**src/rtl/factorial_pkg.sv**
```systemverilog
// Shared types and constants for the iterative factorial sequencer.
// The sequencer drives the shared ALU multiplier selected by OP_FACT_MUL.
package factorial_pkg;

  localparam int DATA_W = 16;
  localparam int VAL_W  = 9;

  localparam logic [5:0] OP_FACT_MUL = 6'b011101;

  typedef enum logic [1:0] {
    IDLE = 2'd0,
    RUN  = 2'd1,
    DONE = 2'd2
  } state_e;

endpackage

```
**src/rtl/factorial_if.sv**
```systemverilog
// Operand, request and ALU-facing signals between the factorial sequencer and its parent.
// The master side is the parent, which owns val and FACT and models the ALU register.
interface factorial_if #(
  parameter int DATA_W = factorial_pkg::DATA_W,
  parameter int VAL_W  = factorial_pkg::VAL_W
);

  logic [VAL_W-1:0]  val;
  logic              FACT;
  logic [DATA_W-1:0] ALU_mul;
  logic [DATA_W-1:0] fact_out;
  logic [VAL_W-1:0]  current_iteration;
  logic              FACT_END;

  modport master (
    output val, FACT, ALU_mul,
    input  fact_out, current_iteration, FACT_END
  );

  modport slave (
    input  val, FACT, ALU_mul,
    output fact_out, current_iteration, FACT_END
  );

endinterface

```
**src/rtl/factorial.sv**
```systemverilog
// Iterative factorial sequencer: feeds the running product back through the ALU
// multiplier with a decrementing iteration count until val! sits on ALU_mul.
module factorial
  import factorial_pkg::*;
#(
  parameter int DATA_W = factorial_pkg::DATA_W,
  parameter int VAL_W  = factorial_pkg::VAL_W
) (
  input  logic        clk,
  input  logic        rst,
  factorial_if.slave  bus
);

  localparam logic [VAL_W-1:0]  ITER_ONE = VAL_W'(1);
  localparam logic [VAL_W-1:0]  ITER_TWO = VAL_W'(2);
  localparam logic [DATA_W-1:0] PROD_ONE = DATA_W'(1);

  state_e           state_q, state_d;
  logic [VAL_W-1:0] iter_q, iter_d;

  // Up to 2! the first multiply 1*max(val,1) already yields the result.
  logic val_trivial;
  assign val_trivial = (bus.val <= ITER_TWO);

  // NOTE: sequential state uses non-blocking assignments so every register
  // samples the pre-edge values, independent of process ordering.
  always_ff @(posedge clk or negedge rst) begin
    if (!rst) begin
      state_q <= IDLE;
      iter_q  <= '0;
    end else begin
      state_q <= state_d;
      iter_q  <= iter_d;
    end
  end

  // NOTE: defaults up front keep every path assigned, so no latch is inferred.
  always_comb begin
    state_d = state_q;
    iter_d  = iter_q;
    unique case (state_q)
      IDLE: begin
        if (bus.FACT) begin
          if (val_trivial) begin
            state_d = DONE;
          end else begin
            state_d = RUN;
            iter_d  = bus.val - ITER_ONE;
          end
        end
      end
      RUN: begin
        if (!bus.FACT) begin
          state_d = IDLE;
        end else begin
          iter_d = iter_q - ITER_ONE;
          if (iter_q == ITER_TWO) state_d = DONE;
        end
      end
      DONE: begin
        if (!bus.FACT) state_d = IDLE;
      end
      default: state_d = IDLE;
    endcase
  end

  // In DONE the multiplier stays at 1 so the ALU keeps re-registering the result.
  always_comb begin
    bus.fact_out          = PROD_ONE;
    bus.current_iteration = ITER_ONE;
    bus.FACT_END          = 1'b0;
    unique case (state_q)
      IDLE: begin
        bus.fact_out          = PROD_ONE;
        bus.current_iteration = (bus.val <= ITER_ONE) ? ITER_ONE : bus.val;
      end
      RUN: begin
        bus.fact_out          = bus.ALU_mul;
        bus.current_iteration = iter_q;
      end
      DONE: begin
        bus.fact_out          = bus.ALU_mul;
        bus.current_iteration = ITER_ONE;
        bus.FACT_END          = 1'b1;
      end
      default: begin
        bus.fact_out          = PROD_ONE;
        bus.current_iteration = ITER_ONE;
      end
    endcase
  end

endmodule

```
**src/flat_wrapper.sv**
```systemverilog
// flat-port wrapper written by rule: the top's interface ports become plain ports
module factorial_flat import factorial_pkg::*;
#(
  parameter int DATA_W = factorial_pkg::DATA_W,
  parameter int VAL_W  = factorial_pkg::VAL_W
)
  (clk, rst, bus_val, bus_FACT, bus_ALU_mul, bus_fact_out, bus_current_iteration, bus_FACT_END);
  factorial_if #(.DATA_W(DATA_W), .VAL_W(VAL_W)) bus_i ();
  input  logic clk;
  input  logic rst;
  input wire logic [$bits(bus_i.val)-1:0] bus_val;
  input wire logic [$bits(bus_i.FACT)-1:0] bus_FACT;
  input wire logic [$bits(bus_i.ALU_mul)-1:0] bus_ALU_mul;
  output wire logic [$bits(bus_i.fact_out)-1:0] bus_fact_out;
  output wire logic [$bits(bus_i.current_iteration)-1:0] bus_current_iteration;
  output wire logic [$bits(bus_i.FACT_END)-1:0] bus_FACT_END;
  assign bus_i.val = bus_val;
  assign bus_i.FACT = bus_FACT;
  assign bus_i.ALU_mul = bus_ALU_mul;
  assign bus_fact_out = bus_i.fact_out;
  assign bus_current_iteration = bus_i.current_iteration;
  assign bus_FACT_END = bus_i.FACT_END;
  factorial #(.DATA_W(DATA_W), .VAL_W(VAL_W)) u_core (.clk(clk), .rst(rst), .bus(bus_i));
endmodule
```
**config.mk**
```make
export PLATFORM = sky130hd
export DESIGN_NAME = factorial_flat
export DESIGN_NICKNAME = d
export VERILOG_FILES = /design/src/rtl/factorial_pkg.sv /design/src/rtl/factorial_if.sv /design/src/rtl/factorial.sv /design/src/flat_wrapper.sv
export SDC_FILE = /design/constraint.sdc
export NUM_CORES = 1
export LEC_CHECK = 0
export ABC_AREA = 1
export CORE_MARGIN = 2
export CORE_UTILIZATION = 48
export DETAILED_ROUTE_END_ITERATION = 6
export GPL_ROUTABILITY_DRIVEN = 0
export PLACE_DENSITY = 0.92
export SETUP_SLACK_MARGIN = 0.05
export SYNTH_ARGS = -nofsm -noshare
export SYNTH_HDL_FRONTEND = slang
export SYNTH_SLANG_ARGS = --single-unit
```
**constraint.sdc**
```tcl
create_clock -name clk -period 2.6 [get_ports clk]
set_input_delay 0.65 -clock clk [delete_from_list [all_inputs] [get_ports clk]]
set_output_delay 0.65 -clock clk [all_outputs]
set_load 0.005 [all_outputs]
```
Yosys cells after proc, flatten, opt, wreduce, memory -nomap -nowiden
Index checks and enable logic that the tools add are counted.
{ "word_totals": {"inputBits": 28, "wordCells": 33, "out_inout_bits": 26, "regBits": 11} }
{ "op_classes": {"reduce_logical": 5, "order_cmp": 2, "mux": 14, "n_eq_ne": 8, "n_addsub": 2} }
{ "ops": {"columns": ["cell", "count"], "rows": [
  ["2-to-1 mux 9 bit", 4],
  ["case mux 9 bit (2 select lines)", 2],
  ["subtractor 9 x 1 -> 9 bit, second input constant", 2],
  ["2-to-1 mux 16 bit", 1],
  ["2-to-1 mux 2 bit", 5],
  ["equality test 9 x 2 -> 1 bit, second input constant", 1],
  ["less-or-equal comparator 9 x 1 -> 1 bit, second input constant", 1],
  ["less-or-equal comparator 9 x 2 -> 1 bit, second input constant", 1],
  ["inequality test 2 bit, second input constant", 4],
  ["case mux 2 bit (3 select lines)", 1],
  ["AND reduction 4 bit", 1],
  ["inequality test 3 x 2 -> 1 bit, second input constant", 1],
  ["AND reduction 3 bit", 1],
  ["equality test 2 x 1 -> 1 bit, second input constant", 1],
  ["equality test 2 bit, second input constant", 1],
  ["zero test 2 bit", 1],
  ["nonzero test 2 bit", 1],
  ["OR reduction 2 bit", 1],
  ["2-to-1 mux 1 bit", 1]
]} }

Logic depth before layout (Yosys ltp)
{ "logic_depth": {"ltp_word": 4, "mapped_depth": 10} }

Worst setup path after synthesis
Ideal clock, no wire load.
{ "synth_timing": {"path_type": "register to output", "startpoint": "register u_core.state_q[0]", "endpoint": "output bus_fact_out[10]", "slack_ps": 678, "path_stages_with_launch": 7, "required_time_ps": 1950, "path_buffers": 2, "arrival_ps": 1272, "cell_sequence": "dfrtp_1 -> inv_1 -> ha_1 -> clkbuf_1 -> clkbuf_1 -> nand2_1 -> inv_1"} }
{ "synth_between": {"elab_chain_cells": 3, "elab_cells_between_ends": 4} }
{ "synth_lines": {"columns": ["element", "line_no", "text"], "rows": [
  ["start: declaration", "factorial.sv:18", "state_e state_q, state_d;"],
  ["start signal: assignment", "factorial.sv:32", "state_q <= state_d;"],
  ["equality test 2 x 1 -> 1 bit / equality test 2 bit (equally long branches)", "factorial.sv:72", "unique case (state_q)"],
  ["OR reduction 2 bit (no line) (*)", null, null],
  ["2-to-1 mux 16 bit (*)", "factorial.sv:72", null],
  ["end: declaration", "flat_wrapper.sv:14", "output wire logic [$bits(bus_i.fact_out)-1:0] bus_fact_out;"]
]} }
Mark *: on every way between the ends. The rest lies on a longest branch, timed or not.

Worst setup path in the final report
{ "layout_timing": {"startpoint": "input bus_val[6]", "endpoint": "output bus_current_iteration[6]"} }
{ "layout_between": {"elab_chain_cells": 3} }
{ "layout_lines": {"columns": ["element", "line_no", "text"], "rows": [
  ["start: declaration", "flat_wrapper.sv:11", "input wire logic [$bits(bus_i.val)-1:0] bus_val;"],
  ["less-or-equal comparator 9 x 1 -> 1 bit", "factorial.sv:75", "bus.current_iteration = (bus.val <= ITER_ONE) ? ITER_ONE : bus.val;"],
  ["2-to-1 mux 9 bit (*)", "factorial.sv:75", null],
  ["case mux 9 bit (2 select lines) (*)", "factorial.sv:72", null],
  ["end: declaration", "flat_wrapper.sv:15", "output wire logic [$bits(bus_i.current_iteration)-1:0] bus_current_iteration;"]
]} }
Marks and branches as above.

==> summary.md <==
| Metric | Value |
|---|---|
| Slew margin rel. | roughly 67% |
| Register area | between 200 and 300 um^2 |
| Internal power consumption | 1.059 mW |
| Mean area per synthesized cell | about 5.8 um^2 |
| Max rail drop VDD | 0.8941 mV |
| DP HPWL | about 3400 um |
| Startpoint types | input pin |
| Final standard cell count with taps included and fillers excluded | roughly 350 |
| Worst-margin pin slew | roughly 0.5 ns |
| Clk network pwr share | ~5.7% |
| Power share of the sequential group | between 10% and 20% |
| Data arrival time of the worst path | around 1.8 ns |
| Final Hold Viols | 0 |
| Overall global routing resource usage | between 20 and 30% |
| Synth async-reset ratio | 100.0% |
| Core box area | between 2000 and 3000 um^2 |
| Number of port buffers | 53 |
| Longest Clk Path Bufs | 2 |
| Average wire per cell in the routed design | 11.86 um |
| Switching power as a share of total power | around 47% |
| Antenna violations before repair | 0 |
| Row Count | 19 |
| Count of flip-flops with a built-in enable after synthesis | 0 |
| Sinks on Clock Net | 11 |
| Die ar. | between 3000 and 4000 um^2 |
| Clock Tree Root | sky130_fd_sc_hd__clkbuf_4 |
| Most common cell in the netlist | sky130_fd_sc_hd__nand2_1 |
| Horizontal extent of the die | 57.89 um |
| Vias in the first global route | ~1,800 |
| Status | completed |
| Share of post-route cells with drive strength above 1 | 19.81% |
| Sequential-to-total area share from yosys stat | slightly below 20% |
| Fraction of post-synthesis cell area in the top cell type by area | 24.78% |
| Post-synthesis net count | between 200 and 300 |
| Number of filler instances in the final layout | 195 |
| Share of power burned in combinational logic | approximately 76% |
| Diodes inserted | 0 |
| Count of state elements after synthesis | 11 |
| Power density over the cells | around 910 nW/um^2 |
| DRC violations left | 0 |
| Remaining Overflow, GRT | 0 |
| Number of warnings issued by yosys | 0 |
| Share of the clock period used by the worst path after layout | a little over nine tenths |
| Maximum clock frequency | around 0.4 GHz |
| Count of distinct cell types in the synthesized netlist | 23 |
| Clock buffers created by TritonCTS | 3 |
| Leading cell types by count after synthesis | sky130_fd_sc_hd__nand2_1 (92), sky130_fd_sc_hd__inv_1 (45), sky130_fd_sc_hd__nand3_1 (26) |
| Detailed-routing iteration count for the pre-antenna-repair pass | 4 |
| DR vias/cell | 5.164 |
| Worst setup slack after layout | 0.1195 ns |
| Wire length of the first global-routing pass | 7210 um |
| Total net switching power | roughly 0.95 mW |
| Count of placed standard cells including taps | around 350 |
| Worst path required time | roughly 2.0 ns |
| First DRT Iteration DRCs | 73 |
| Critical-path maximum fanout | 3 |
| Max-cap violations | 0 |
| Cell type contributing the most total cell area after synthesis | sky130_fd_sc_hd__nand2_1 |
| Type of the most critical hold path | flip-flop to flip-flop |
| Vertical die dimension | just under 60 um |
| Most area-consuming cells after synthesis | sky130_fd_sc_hd__nand2_1 (25%), sky130_fd_sc_hd__dfrtp_1 (20%), sky130_fd_sc_hd__inv_1 (12%) |
| Minimum hold slack | between 0.5 and 0.6 ns |
| Post-route clock skew | between 0.003 and 0.004 ns |
| Top_reg_cell synth | sky130_fd_sc_hd__dfrtp_1 |
| Setup violation total in the final timing report | 0 |
| Pleak | 1.324 nW |
| Final layout net count | 360 |
| Element type at the critical path end | output port |
| Pin count of the biggest net entering global routing | 17 |
| Clock transition time at the flip-flop clock pins of the worst setup and hold paths | around 0.060 ns |
| Starting density of the core | 50.54% |
| Final worst path period need | 2.480 ns |
| Multi-input gate area in the final layout | 960.9 um^2 |
| CTS tree | done |
| Clock latency reported for the late side of the worst-skew pair | approximately 0.27 ns |
| Signed area change from the synthesized netlist to the final layout | 59.34% |
| Path type of the worst setup path | input pin to output port |
| Instance count of the mapped netlist | roughly 240 |
| Number of vias after detailed routing | 1,828 |
| Wire length reported by the detailed router | between 4000 and 5000 um |
| Total standard cell area after synthesis | about 1400 um^2 |
| Reg2reg setup slack | 1.07 ns |
| Residual antenna-violating net count after detailed routing | 0 |
| Max-slew violation total from the final report | 0 |
| Post-Place Setup Slack | -0.3794 ns |
| RSZ-0062 raised after global routing | no |
| Number of H-tree levels | 1 |
| Boundary pin count | between 50 and 60 |
==> layer usage <==
metal  GRT usage (%)  routed length (um)  vias up
met1           30.65                1661      825
met3           5.804                 293       10
met4           7.973                  91        0
met2           51.79                2153       86
met5               0                   0        -
li1                -                   -      907
==> worst paths after layout <==
check	start	endpoint	cells after the start
worst min-delay path	u_core.iter_q[8]$_DFFE_PN0P_	u_core.iter_q[8]$_DFFE_PN0P_	2
worst max-delay path	bus_val[6]	bus_current_iteration[6]	5
min in group asynchronous	rst	u_core.iter_q[5]$_DFFE_PN0P_	1
worst max register to register	u_core.iter_q[0]$_DFFE_PN0P_	u_core.iter_q[8]$_DFFE_PN0P_	9
worst min register to register	u_core.iter_q[8]$_DFFE_PN0P_	u_core.iter_q[8]$_DFFE_PN0P_	2
max in group asynchronous	rst	u_core.state_q[0]$_DFFE_PN0P_	1
==> final cells by class <==
cell class                      count  share of cell area [%]
Multi-Input combinational cell    177                   43.27
Timing Repair Buffer               81                   32.90
Sequential cell                    11                   12.45
Inverter                           50                   8.451
Tap cell                           31                   1.746
Clock buffer                        4                   1.183
==> cell usage in the layout, fill, tap and decap left out, drive strengths merged, types with 7 or more instances in the layout <==
master and n:
nand2 97, inv 50, clkdlybuf4s50 39, buf 28
nand3 26, nor2 21, dfrtp 11, dlygate4sd2 10
o21ai 10, ha 8, o22ai 7
==> power by group through the flow <==
stage	Combinational, mW	Clock [mW]	Sequential, mW
global placement	1.45	0	0.349
global route	1.72	0.132	0.376
finish	1.54	0.114	0.361
floorplan	0.851	0	0.325
detailed placement	1.49	0	0.354
CTS	1.53	0.118	0.352
==> stage by stage <==
| step | utilization [%] | power (mW) | setup TNS (ns) | cell area [um^2] |
|---|---|---|---|---|
| floorplan | - | 1.175 | 0 | 1394 |
| finish | 80.54 | 2.012 | 0 | 2221 |
| global placement | 76.91 | 1.795 | -1.118 | 2121 |
| CTS | 80.04 | 2.004 | 0 | 2207 |
| global route | 80.54 | 2.227 | 0 | 2221 |
| detailed placement | 76.91 | 1.845 | -1.353 | 2121 |
==> sequential cells by signal (all words and copies together) (netlist names) <==
register / count
u_core.iter_q: 9
u_core.state_q: 2
==> worst max-delay path, stage by stage <==
cell and delay (ns):
sky130_fd_sc_hd__dlygate4sd2_1 0.26, sky130_fd_sc_hd__inv_1 0.09, sky130_fd_sc_hd__buf_4 0.14, sky130_fd_sc_hd__o22ai_1 0.16
sky130_fd_sc_hd__clkdlybuf4s50_1 0.52
==> what timing repair did <==
item / in CTS / in global routing
setup buffers: 5 / 0
endpoints found under the setup margin: 25 / 8
pin swaps: 4 / 1
resized for setup: 26 / 9
hold buffers: 0 / 0
==> logic make-up (layout without fill, tap and decap cells) <==
group,count (synthesis),after routing,share of synthesized area (%)
and+or+nand+nor,147,147,48.83
adders and majority gates,8,8,7.182
buffers and inverters,54,135,14.54
xor gates and xnor gates,2,2,1.257
muxes,1,1,0.7182
AOI/OAI and AO/OA,19,19,7.719
DFF,11,11,19.75
Note: power is estimated with default switching activity, not from simulation.
==> patch: new RTL, config.mk and constraints unchanged <==
Set the package constant `VAL_W` to 10 (it was 9).
--- a/src/rtl/factorial_pkg.sv
+++ b/src/rtl/factorial_pkg.sv
@@ -3,7 +3,7 @@
 package factorial_pkg;
 
   localparam int DATA_W = 16;
-  localparam int VAL_W  = 9;
+  localparam int VAL_W  = 10;
 
   localparam logic [5:0] OP_FACT_MUL = 6'b011101;
 
Ports: changed (resized bus_current_iteration and bus_val); port bits go from 54 to 56. The function was not compared with the original's and may differ.
==> patch against the unedited design <==
  * Non-clock buffer count is 2 lower
  * Utilization is 0.95 points lower
  * Sequential power is 2% higher
  * Maximum frequency is 0.96% higher
  * Routed wire length is 5.0% higher
  * Synthesized area is 1.2% lower
  * Cell area is 2.0% lower
  * Sequential cell count is 1 higher
  * Sequential share of layout area is 1.4 points higher
  * Via count is 2.8% lower
  * Setup slack better by 0.024 ns
  * Total power is 2.0% lower
  * Synthesized cell count is 0.83% lower
  * Largest power group unchanged
  * Highest routed layer unchanged
==> patch: results (changes against the unedited design) <==
metric	value	unit	change
Final Non-Filler Cells	350		-1.1%
Least-Margin Pin Slew	0.5011	ns	+0.002021 ns
Critical Path End	bus_current_iteration[0]		
Non-clock inverters	47		-6.0%
Synth Area in Adders	0.07266		+0.0008479
Post-Syn Nets	277		-0.36%
layout buffer count excluding clock buffers	79		-2.5%
leakage power	1.196	nW	-9.6%
hold wc startpoint	u_core.state_q[1]		
biggest regs	u_core.iter_q: 10 flops, u_core.state_q: 2 flops		
cell count after placement	343		-0.58%
worst r2r src	u_core.state_q[1]		
multiplexer share of the synthesized area	0		-0.007181
CP Launch Point	bus_val[4]		
switch share	0.4735		about the same
xor and xnor area share after synthesis	0.006358		-0.006209
Data buffer area share	0.3272		-0.001815
share of layout cells above drive strength 1	0.1567		-0.04140
Area contributors post-synth	nand2_1 23%, dfrtp_1 22%, inv_1 12%, nand3_1 8.0%, ha_1 7.3%		
setup slack after placement	-0.4246	ns	-0.04516 ns
Hold EP	u_core.state_q[1]		
fin worst setup slack	0.1432	ns	+0.02362 ns
most frequent cells after synthesis	84 x nand2_1, 44 x inv_1, 22 x nand3_1		
nets@finish	357		-0.83%
outcome	finished, final reports clean		
reg2reg setup slack	0.91	ns	-0.16 ns
1st-iter DRT viols	118		+62%
Port Buffers	55		+3.8%
post-synthesis sequential area ratio	0.2180		+0.02050
arrival time worst endpoint	1.81	ns	-0.02 ns
Worst Skew	0.001723	ns	-0.001728 ns
CP max FO	2		-1
sequential power share	0.186		+0.006
Syn Area/Cell	5.740	sq um	-0.34%
routed wire length	4.410	mm	+5.0%
Clock Power Share	0.070		+0.013
Synth Area in Compound Gates	0.1172		+0.03997
reg-to-reg endpoint	u_core.iter_q[9]		
Max stage delay on crit path	0.44	ns	-0.08 ns
post-DP HPWL	3.511	mm	+2.4%
total power	1.973	mW	-2.0%
multi-input combinational cell area	904.6	sq um	-5.9%
Seq cells	12		+1
first-pass GRT wire length	6.741	mm	-6.5%
## patch: metal layers
| layer | GRT usage | share of wire | wire (microns) |
|---|---|---|---|
| met3 | 0.03401 | 0.055 | 241 |
| met4 | 0.08306 | 0.010 | 45 |
| met5 | 0 | 0 | 0 |
| met2 | 0.4935 | 0.53 | 2347 |
| met1 | 0.3070 | 0.40 | 1775 |
## patch: per-stage QoR
step	cell area (sq um)	hold slack (ns)
6_report	2176	0.5181
3_3_place_gp	2108	0.4901
2_1_floorplan	1378	0.3544
3_5_place_dp	2108	0.5075
4_1_cts	2141	0.5243
5_1_grt	2176	0.5509
## patch: timing repair
action / 4_1_cts / 5_1_grt
resized for setup: 20 / 9
setup endpoints to repair: 25 / 19
hold endpoints to repair: 0 / 0
pin swaps: 4 / 6
setup buffers: 0 / 3
## patch: tightest hold or removal path, cell delays in order (launching register included)
cell and delay, ns:
dfrtp_1 0.37, nand2_1 0.06, nand2_1 0.06
